==> src/rtl/uart_pkg.sv <==
// -----------------------------------------------------------------------------
// uart_pkg
// Shared UART definitions used by the receive path and the transmit path:
//   rx_state_t    - receiver frame state machine encoding
//   tx_state_t    - transmitter frame state machine encoding
//   UART_DATA_BITS - payload width of one frame
//   shift_in_msb() - LSB-first deserialiser step (new bit enters at the MSB)
// -----------------------------------------------------------------------------
package uart_pkg;

    localparam int unsigned UART_DATA_BITS = 8;

    typedef enum logic [1:0] {
        IDLE  = 2'd0,
        START = 2'd1,
        DATA  = 2'd2,
        STOP  = 2'd3
    } rx_state_t;

    typedef enum logic [1:0] {
        TX_IDLE  = 2'd0,
        TX_START = 2'd1,
        TX_DATA  = 2'd2,
        TX_STOP  = 2'd3
    } tx_state_t;

    // Data arrives LSB first, so each sampled bit enters at the top and the
    // register shifts right; after eight samples bit 0 sits at position 0.
    function automatic logic [7:0] shift_in_msb(input logic [7:0] sh, input logic b);
        return {b, sh[7:1]};
    endfunction

endpackage

==> src/rtl/sync2.sv <==
// -----------------------------------------------------------------------------
// sync2
// Two-flop synchroniser for a single asynchronous level.
//   clk_i  - destination clock
//   rst_i  - synchronous active-high reset, loads RST_VAL into both flops
//   d_i    - asynchronous input
//   q_o    - synchronised output (two clocks of latency)
// -----------------------------------------------------------------------------
module sync2 #(
    parameter logic RST_VAL = 1'b1
) (
    input  logic clk_i,
    input  logic rst_i,
    input  logic d_i,
    output logic q_o
);

    logic [1:0] sync_q;

    // Synchroniser shift register
    always_ff @(posedge clk_i) begin
        if (rst_i) begin
            sync_q <= {RST_VAL, RST_VAL};
        end else begin
            sync_q <= {sync_q[0], d_i};
        end
    end

    assign q_o = sync_q[1];

endmodule

==> src/rtl/receiver.sv <==
// -----------------------------------------------------------------------------
// receiver
// Oversampling UART receiver: 1 start bit, 8 data bits LSB first, 1 stop bit.
//   clk        - sole clock, rising edge
//   rst        - synchronous active-high reset
//   os_tick    - one-cycle pulse at OSR x baud
//   rx_in      - asynchronous serial line, idles high
//   rd_en      - consumer acknowledge of data_out
//   data_out   - last correctly framed byte
//   data_valid - data_out holds an unread byte
//   frame_err  - one-cycle pulse when the stop bit is sampled low
//   overrun    - one-cycle pulse when an unread byte is overwritten
//   busy       - high whenever a frame is in progress
// -----------------------------------------------------------------------------
module receiver
    import uart_pkg::*;
#(
    parameter int OSR = 16
) (
    input  logic       clk,
    input  logic       rst,
    input  logic       os_tick,
    input  logic       rx_in,
    input  logic       rd_en,
    output logic [7:0] data_out,
    output logic       data_valid,
    output logic       frame_err,
    output logic       overrun,
    output logic       busy
);

    localparam int CW = $clog2(OSR);
    localparam logic [CW-1:0] CNT_HALF = CW'(OSR / 2 - 1);
    localparam logic [CW-1:0] CNT_LAST = CW'(OSR - 1);

    logic          rx_s;
    logic          rx_p_q;
    rx_state_t     state_q,      state_d;
    logic [CW-1:0] sample_cnt_q, sample_cnt_d;
    logic [2:0]    bit_cnt_q,    bit_cnt_d;
    logic [7:0]    shreg_q,      shreg_d;
    logic [7:0]    data_out_q,   data_out_d;
    logic          data_valid_q, data_valid_d;
    logic          frame_err_q,  frame_err_d;
    logic          overrun_q,    overrun_d;
    logic          busy_q,       busy_d;
    logic [2:0]    arm_q,        arm_d;

    sync2 #(
        .RST_VAL (1'b1)
    ) u_sync (
        .clk_i (clk),
        .rst_i (rst),
        .d_i   (rx_in),
        .q_o   (rx_s)
    );

    // All receiver state registers
    always_ff @(posedge clk) begin
        if (rst) begin
            rx_p_q       <= 1'b1;
            state_q      <= IDLE;
            sample_cnt_q <= '0;
            bit_cnt_q    <= 3'd0;
            shreg_q      <= 8'h00;
            data_out_q   <= 8'h00;
            data_valid_q <= 1'b0;
            frame_err_q  <= 1'b0;
            overrun_q    <= 1'b0;
            busy_q       <= 1'b0;
            arm_q        <= 3'b000;
        end else begin
            rx_p_q       <= rx_s;
            state_q      <= state_d;
            sample_cnt_q <= sample_cnt_d;
            bit_cnt_q    <= bit_cnt_d;
            shreg_q      <= shreg_d;
            data_out_q   <= data_out_d;
            data_valid_q <= data_valid_d;
            frame_err_q  <= frame_err_d;
            overrun_q    <= overrun_d;
            busy_q       <= busy_d;
            arm_q        <= arm_d;
        end
    end

    // Next-state and output logic for the frame state machine
    always_comb begin
        state_d      = state_q;
        sample_cnt_d = sample_cnt_q;
        bit_cnt_d    = bit_cnt_q;
        shreg_d      = shreg_q;
        data_out_d   = data_out_q;
        frame_err_d  = 1'b0;
        overrun_d    = 1'b0;
        // The synchroniser and rx_p come out of reset forced high. If the line
        // is really low, that forced 1 followed by the true 0 would look like a
        // start edge. Edge detection is held off until three clocks after
        // reset, by which point rx_s and rx_p both carry real line samples.
        arm_d        = {arm_q[1:0], 1'b1};

        if (rd_en && data_valid_q) begin
            data_valid_d = 1'b0;
        end else begin
            data_valid_d = data_valid_q;
        end

        case (state_q)
            IDLE: begin
                // Edge detection runs every clk, independent of os_tick.
                if (arm_q[2] && rx_p_q && !rx_s) begin
                    state_d      = START;
                    sample_cnt_d = '0;
                end else begin
                    state_d      = IDLE;
                end
            end

            START: begin
                if (os_tick) begin
                    if (sample_cnt_q == CNT_HALF) begin
                        sample_cnt_d = '0;
                        if (!rx_s) begin
                            state_d   = DATA;
                            bit_cnt_d = 3'd0;
                        end else begin
                            // Line went back high before mid-bit: glitch.
                            state_d   = IDLE;
                        end
                    end else begin
                        sample_cnt_d = sample_cnt_q + CW'(1);
                    end
                end else begin
                    state_d = START;
                end
            end

            DATA: begin
                if (os_tick) begin
                    if (sample_cnt_q == CNT_LAST) begin
                        sample_cnt_d = '0;
                        shreg_d      = shift_in_msb(shreg_q, rx_s);
                        bit_cnt_d    = bit_cnt_q + 3'd1;
                        if (bit_cnt_q == 3'd7) begin
                            state_d = STOP;
                        end else begin
                            state_d = DATA;
                        end
                    end else begin
                        sample_cnt_d = sample_cnt_q + CW'(1);
                    end
                end else begin
                    state_d = DATA;
                end
            end

            STOP: begin
                if (os_tick) begin
                    if (sample_cnt_q == CNT_LAST) begin
                        state_d      = IDLE;
                        sample_cnt_d = '0;
                        if (rx_s) begin
                            data_out_d   = shreg_q;
                            data_valid_d = 1'b1;
                            // A same-cycle rd_en consumes the old byte, so
                            // nothing unread is lost.
                            overrun_d    = data_valid_q && !rd_en;
                        end else begin
                            frame_err_d  = 1'b1;
                        end
                    end else begin
                        sample_cnt_d = sample_cnt_q + CW'(1);
                    end
                end else begin
                    state_d = STOP;
                end
            end

            default: begin
                state_d      = IDLE;
                sample_cnt_d = '0;
                bit_cnt_d    = 3'd0;
            end
        endcase

        busy_d = (state_d != IDLE);
    end

    assign data_out   = data_out_q;
    assign data_valid = data_valid_q;
    assign frame_err  = frame_err_q;
    assign overrun    = overrun_q;
    assign busy       = busy_q;

endmodule

==> config.mk <==
export PLATFORM = sky130hd
export DESIGN_NAME = receiver
export DESIGN_NICKNAME = d
export VERILOG_FILES = /design/src/rtl/uart_pkg.sv /design/src/rtl/sync2.sv /design/src/rtl/receiver.sv
export SDC_FILE = /design/constraint.sdc
export NUM_CORES = 1
export LEC_CHECK = 0
export ABC_CLOCK_PERIOD_IN_PS = 1450
export CAP_MARGIN = 20
export CORE_UTILIZATION = 40
export CTS_BUF_LIST = sky130_fd_sc_hd__clkbuf_8
export DETAILED_ROUTE_END_ITERATION = 7
export GPL_ROUTABILITY_DRIVEN = 0
export SYNTH_ARGS = -nofsm -noshare
export SYNTH_HDL_FRONTEND = slang
export SYNTH_SLANG_ARGS = --single-unit
==> constraint.sdc <==
create_clock -name clk -period 1.45 [get_ports clk]
set_input_delay 0.3625 -clock clk [delete_from_list [all_inputs] [get_ports clk]]
set_output_delay 0.3625 -clock clk [all_outputs]
set_load 0.005 [all_outputs]
==> results of run 1 <==
## how the worst max path moves through the flow
stage                                 start                 endpoint  slack, ps  cells past startpoint
2_1_floorplan  sample_cnt_q[0]$_SDFFE_PP0P_  shreg_q[0]$_SDFFE_PP0P_          2                      6
3_3_place_gp                        os_tick  shreg_q[2]$_SDFFE_PP0P_       -350                      6
3_5_place_dp                        os_tick  shreg_q[1]$_SDFFE_PP0P_       -360                      6
4_1_cts        sample_cnt_q[0]$_SDFFE_PP0P_  shreg_q[0]$_SDFFE_PP0P_        -40                      6
5_1_grt        sample_cnt_q[1]$_SDFFE_PP0P_  shreg_q[7]$_SDFFE_PP0P_        -70                      7
6_report       sample_cnt_q[1]$_SDFFE_PP0P_  shreg_q[0]$_SDFFE_PP0P_        -30                      7
## flip-flops by register name, indices dropped and copies added (netlist names)
name and count:
arm_q 3, bit_cnt_q 3, busy 1, data_out 8, data_valid 1, frame_err 1
overrun 1, rx_p_q 1, sample_cnt_q 4, shreg_q 8, state_q 2, u_sync.sync_q 2
## synthesized netlist by cell type (2+ instances only)
cell type | n | area, um^2
a21oi_1 | 3 | 15.0
a31oi_1 | 3 | 18.8
and3b_1 | 2 | 17.5
buf_2 | 4 | 20.0
clkbuf_1 | 4 | 15.0
dfxtp_1 | 35 | 701
ha_1 | 3 | 37.5
mux2i_1 | 19 | 190
nand2_1 | 4 | 15.0
nand2b_1 | 5 | 31.3
nand3_1 | 6 | 30.0
nor2_1 | 22 | 82.6
nor2b_1 | 2 | 12.5
nor3_1 | 2 | 10.0
o21ai_1 | 2 | 10.0
o311ai_0 | 2 | 17.5
o31a_1 | 2 | 17.5
or2_1 | 4 | 25.0
## cells in the final DEF, fill, tap and decap left out, types with 3 or more instances in the layout
cell type / Yosys / layout
nor2_1: 22 / 22
nand3_1: 6 / 5
mux2i_1: 19 / 19
or2_1: 4 / 4
nand2b_1: 5 / 5
buf_6: 0 / 3
buf_4: 1 / 18
dlygate4sd2_1: 0 / 11
dfxtp_2: 0 / 5
clkdlybuf4s50_1: 0 / 3
a21oi_1: 3 / 3
nand2_1: 4 / 4
dfxtp_1: 35 / 30
clkbuf_8: 0 / 5
## final cells by class
class                      count  area share [%]
multi-input combinational     94            36.3
clock buffer                   5            3.68
tap                           44            2.95
inverter                       2           0.402
timing repair buffer          38            18.6
sequential                    35            37.8
clock inverter                 1           0.201
## worst reg2reg max path: cells and delay by family, from the launching register on
family | cells | cell delay [ps]
muxes | 1 | 170
adders and majority gates | 1 | 150
DFF | 1 | 350
and+or+nand+nor | 3 | 480
buffers and inverters | 2 | 230
## logic make-up (layout without fill, tap and decap cells)
group	Yosys count	after routing	synth area share [%]
simple gates	55	55	20.5
flops	35	35	50.7
mux	19	19	13.8
compound gates	16	16	8.06
buf+inv	11	46	3.62
fa+ha+maj	3	3	2.72
xor+xnor	1	1	0.634
## metrics by stage
step	total power [mW]	util, %	hold slack (ps)
4_1_cts	1.69	58.8	421
3_5_place_dp	1.07	54.0	405
3_3_place_gp	1.07	54.0	387
2_1_floorplan	1.03	-	383
6_report	1.67	59.2	413
5_1_grt	1.74	59.2	437
## metal layers
layer	global-route usage, %	wire length, um
met1	22.4	1330
met2	27.2	1390
met3	4.48	70
met4	8.77	31
met5	0	0
## report_power, final
group	internal, mW	switching, mW	total (mW)	leakage (nW)
Clock	0.312	0.308	0.620	0.0413
Sequential	0.971	0.00309	0.974	0.286
Combinational	0.0382	0.0340	0.0722	0.517
## repair_timing
item,4_1_cts,5_1_grt
pin swaps,2,6
setup endpoints to repair,25,27
cloned,1,0
gates resized for setup,22,10
setup buffers,3,1
==> out/qor.yml, run 1 <==
wl_um: 2820
cts_made_buffers: 5
worst-endpoint-arrival_ps: 1660
firstDrtPassIters: 4
fin_crit_sh_pct: 102
peakVddDrop_mv: 0.535
cellPowerDensity_mw_per_mm2: 892
track_usage_pct: 17.4
drive_gt1_share_pct: 23.4
setup_ws_ps: -32.7
clock-sinks: 35
dp_hpwl_um: 1900
clockBufferDepth: 2
antenna_found_initial: 0
num_rows: 20
dp_slack_ps: -359
worstPathRequired_ps: 1630
htree_num_levels: 2
area_delta_synth_final_pct: 35.2
critPathTopFamily: "simple AND/OR/NAND/NOR gates"
fin_skew_ps: 3.63
crit_path_max_fanout: 5
placedCellCount: 209
dr.first_iter.drc_count: 38
drtAntennaViolNets: 0
dieWidth_um: 60.8
slowest_stage: "dfxtp_2"
clk_pin_slew_ps: 60
io_buffers: 16
holdPathEnd: "u_sync.sync_q[1]$_SDFF_PP1_"
viasPerCell: 4.89
ys_types: 34
drc: 0
design_area_mm2: 0.00187
grt_max_degree: 13
start_util_pct: 43.8
worstSetupPathType: "reg2reg"
synthArstFlopShare_pct: 0
layoutNonFillerInstCount: 219
tns_ps: -107
gr-total-overflow: 0
multi_input_area_um2: 678
p_leak_nw: 0.844
failed_checks: "setup timing"
fmax_ghz: 0.674
rsz0062_at_grt: "yes"
critPathCaptureType: "flip-flop"
slew_viol_final: 0
critPathMaxStageDelay_ps: 350
core_area_mm2: 0.00315
synth_area_mm2: 0.00138
die_area_mm2: 0.00369
worstReg2RegEnd: "shreg_q[0]$_SDFFE_PP0P_"
finalSetupViolCount: 4
worstMarginPinSlew_ps: 382
wl_per_cell_um: 12.9
insertion_delay_ps: 280
outcome: "finished with violations"
nFillCells: 292
crit_path_cell_trace: "ha_4, and3_4, and4b_2, buf_6, buf_16, mux2i_1, nor2_1"
synth_nets: 148
synth_top_flop_cell: "dfxtp_1"
syn_avg_cell_area_um2: 9.87
regArea_um2: 707
slew_headroom_pct: 74.1
antenna-diode-count: 0
synth-seq-area-share_pct: 50.7
min_path_cells: 1
place_area_mm2: 0.00170
dr_total_vias: 1072
crit_path_start_kind: "flip-flop"
ios: 17
cts_tree: "yes"
synth_edf_count: 0
period_needed_ps: 1480
hp-class: "reg2reg"
hp-start: "u_sync.sync_q[0]$_SDFF_PP1_"
fin_nets: 184
ys_ff_latch: 35
reg2reg_from: "sample_cnt_q[1]$_SDFFE_PP0P_"
yosys_warnings: 0
cap_violations: 0
crit_buf_inv: 2
grt_pass1_wl_um: 4640
postCtsHoldBufs: 0
r2r_cells: 7
die_y_um: 60.8
syn_inst: 140
clockRootBuffer: "clkbuf_8"
regToRegSetupSlack_ps: -30
hold_viol: 0
grt_pass1_vias: 1060
Power figures use the tool's default switching activity.
==> run 2: changes to the inputs <==
--- a/config.mk
+++ b/config.mk
@@ -5,9 +5,9 @@
 export SDC_FILE = /design/constraint.sdc
 export NUM_CORES = 1
 export LEC_CHECK = 0
-export ABC_CLOCK_PERIOD_IN_PS = 1450
+export ABC_CLOCK_PERIOD_IN_PS = 1810
 export CAP_MARGIN = 20
-export CORE_UTILIZATION = 40
+export CORE_UTILIZATION = 30
 export CTS_BUF_LIST = sky130_fd_sc_hd__clkbuf_8
 export DETAILED_ROUTE_END_ITERATION = 7
 export GPL_ROUTABILITY_DRIVEN = 0
==> constraint.sdc (replaced) <==
create_clock -name clk -period 1.81 [get_ports clk]
set_input_delay 0.4525 -clock clk [delete_from_list [all_inputs] [get_ports clk]]
set_output_delay 0.4525 -clock clk [all_outputs]
set_load 0.005 [all_outputs]
==> run 2 against run 1 <==
The run now ends clean. Global-route usage is 4.7 points lower. Core utilization is 20 points lower. Critical endpoint unchanged. First-iteration DRC count is 29% higher. Register-to-register slack better by 190 ps. Clock power is 10% lower. Total power is 17% lower. Cell count is 1.4% lower. Critical path type is now in2reg. Cell area is 6.9% lower. Highest routed layer unchanged. Largest cell class unchanged.
==> out/qor.yml, run 2 (synthesized netlist as in run 1, its figures left out) <==
outcome: "finished clean"
fin_nets: 172
crit_path_start_kind: "input port"
fin_crit_sh_pct: 91.4
insertion_delay_ps: 280
reg2reg_from: "sample_cnt_q[0]$_SDFFE_PP0P_"
use_met3_pct: 5.63
p_leak_nw: 0.693
worstReg2RegEnd: "shreg_q[0]$_SDFFE_PP0P_"
hold_slack_ps: 412
peakVddDrop_mv: 0.321
worstMarginPinSlew_ps: 496
nFillCells: 449
r2r_cells: 6
antenna-diode-count: 0
hp-class: "reg2reg"
grt_max_degree: 20
cts_made_buffers: 5
met1_usage_pct: 14.2
drtAntennaViolNets: 0
grt_pass1_wl_um: 4820
finalSetupViolCount: 0
postCtsSetupBuffers: 0
dp_hpwl_um: 1880
cp-startpoint: "os_tick"
regToRegSetupSlack_ps: 160
drc: 0
busiest_layer: "met2"
cts_resized: 0
clockRootBuffer: "clkbuf_8"
antenna_found_initial: 0
wl_um: 2770
fmax_ghz: 0.605
area_delta_synth_final_pct: 25.9
cap_violations: 0
dr.first_iter.drc_count: 49
postCtsHoldBufs: 0
viasPerCell: 4.78
crit_path_max_fanout: 10
cts_tree: "yes"
core_area_mm2: 0.00438
setup_ws_ps: 157
ios: 17
htree_num_levels: 2
track_usage_pct: 12.7
holdPathEnd: "u_sync.sync_q[1]$_SDFF_PP1_"
slew_headroom_pct: 66.5
use_met2_pct: 20.8
gr-total-overflow: 0
final_cell_mix: "dfxtp_1 (35), nor2_1 (22), mux2i_1 (19)"
io_buffers: 16
die_area_mm2: 0.00488
hp-start: "u_sync.sync_q[0]$_SDFF_PP1_"
critPathCaptureType: "flip-flop"
worstPathRequired_ps: 1980
slew_viol_final: 0
clockBufferDepth: 2
dp_slack_ps: -121
cellPowerDensity_mw_per_mm2: 797
layout_commonest_cell: "dfxtp_1"
worst-endpoint-arrival_ps: 1830
wl_per_cell_um: 12.8
period_needed_ps: 1650
die_y_um: 69.9
drive_gt1_share_pct: 11.6
regArea_um2: 701
clk_pin_slew_ps: 60
power.total_mw: 1.39
firstDrtPassIters: 4
hold_viol: 0
clock-sinks: 35
grt_pass1_vias: 1082
start_util_pct: 31.5
dieWidth_um: 69.9
num_rows: 24
fin_skew_ps: 3.58
rsz0062_at_grt: "no"
multi_input_area_um2: 631
dr_total_vias: 1032
min_path_cells: 1
tns_ps: 0
worstSetupPathType: "in2reg"
run 2: changes by cell type in the layout (fill, tap and decap cells not counted), moves of 2 or more:
cell / delta
o311ai_0: +2
dlymetal6s2s_1: -2
clkdlybuf4s50_1: +13
dfxtp_2: -5
o311ai_1: -2
dlygate4sd2_1: -11
buf_6: -3
buf_4: -9
dfxtp_1: +5
run 2: metrics by stage:
step | instances | util, % | instance area [um^2]
global route | 216 | 39.7 | 1740
floorplan | 140 | - | 1380
finish | 216 | 39.7 | 1740
detailed placement | 209 | 37.7 | 1650
global placement | 209 | 37.7 | 1650
CTS | 216 | 39.7 | 1740
run 2: worst max-delay path by stage:
stage,endpoint,slack [ps]
2_1_floorplan,shreg_q[0]$_SDFFE_PP0P_,330
3_3_place_gp,shreg_q[0]$_SDFFE_PP0P_,-100
3_5_place_dp,shreg_q[6]$_SDFFE_PP0P_,-120
4_1_cts,shreg_q[0]$_SDFFE_PP0P_,160
5_1_grt,shreg_q[4]$_SDFFE_PP0P_,30
6_report,shreg_q[0]$_SDFFE_PP0P_,160
run 2: report_power, final:
group / internal [mW] / switching, mW / total (mW) / leakage (nW)
registers: 0.778 / 0.00235 / 0.780 / 0.283
clock network: 0.298 / 0.258 / 0.556 / 0.0470
logic: 0.0247 / 0.0252 / 0.0498 / 0.362
total: 1.10 / 0.286 / 1.39 / 0.693
run 2: final cells by class:
class | count | share of cell area (%)
well taps | 52 | 3.74
flip-flops and latches | 35 | 40.3
multi-input cells | 94 | 36.3
clock inverters | 1 | 0.288
repair buffers | 26 | 14.2
inverters | 2 | 0.432
clock buffers | 6 | 4.75
run 2: worst max-delay path: stages:
cell             delay [ps]
clkdlybuf4s50_1         480
and3_1                  230
and4b_1                 260
buf_12                  150
mux2i_1                 190
nor2_1                   60
run 2: layer usage:
metal	up-vias	part of all wire, %	wire, um
li1	527	-	-
met1	483	46	1280
met2	18	48	1330
met3	4	5.0	139
met4	0	0.72	20
met5	-	0	0
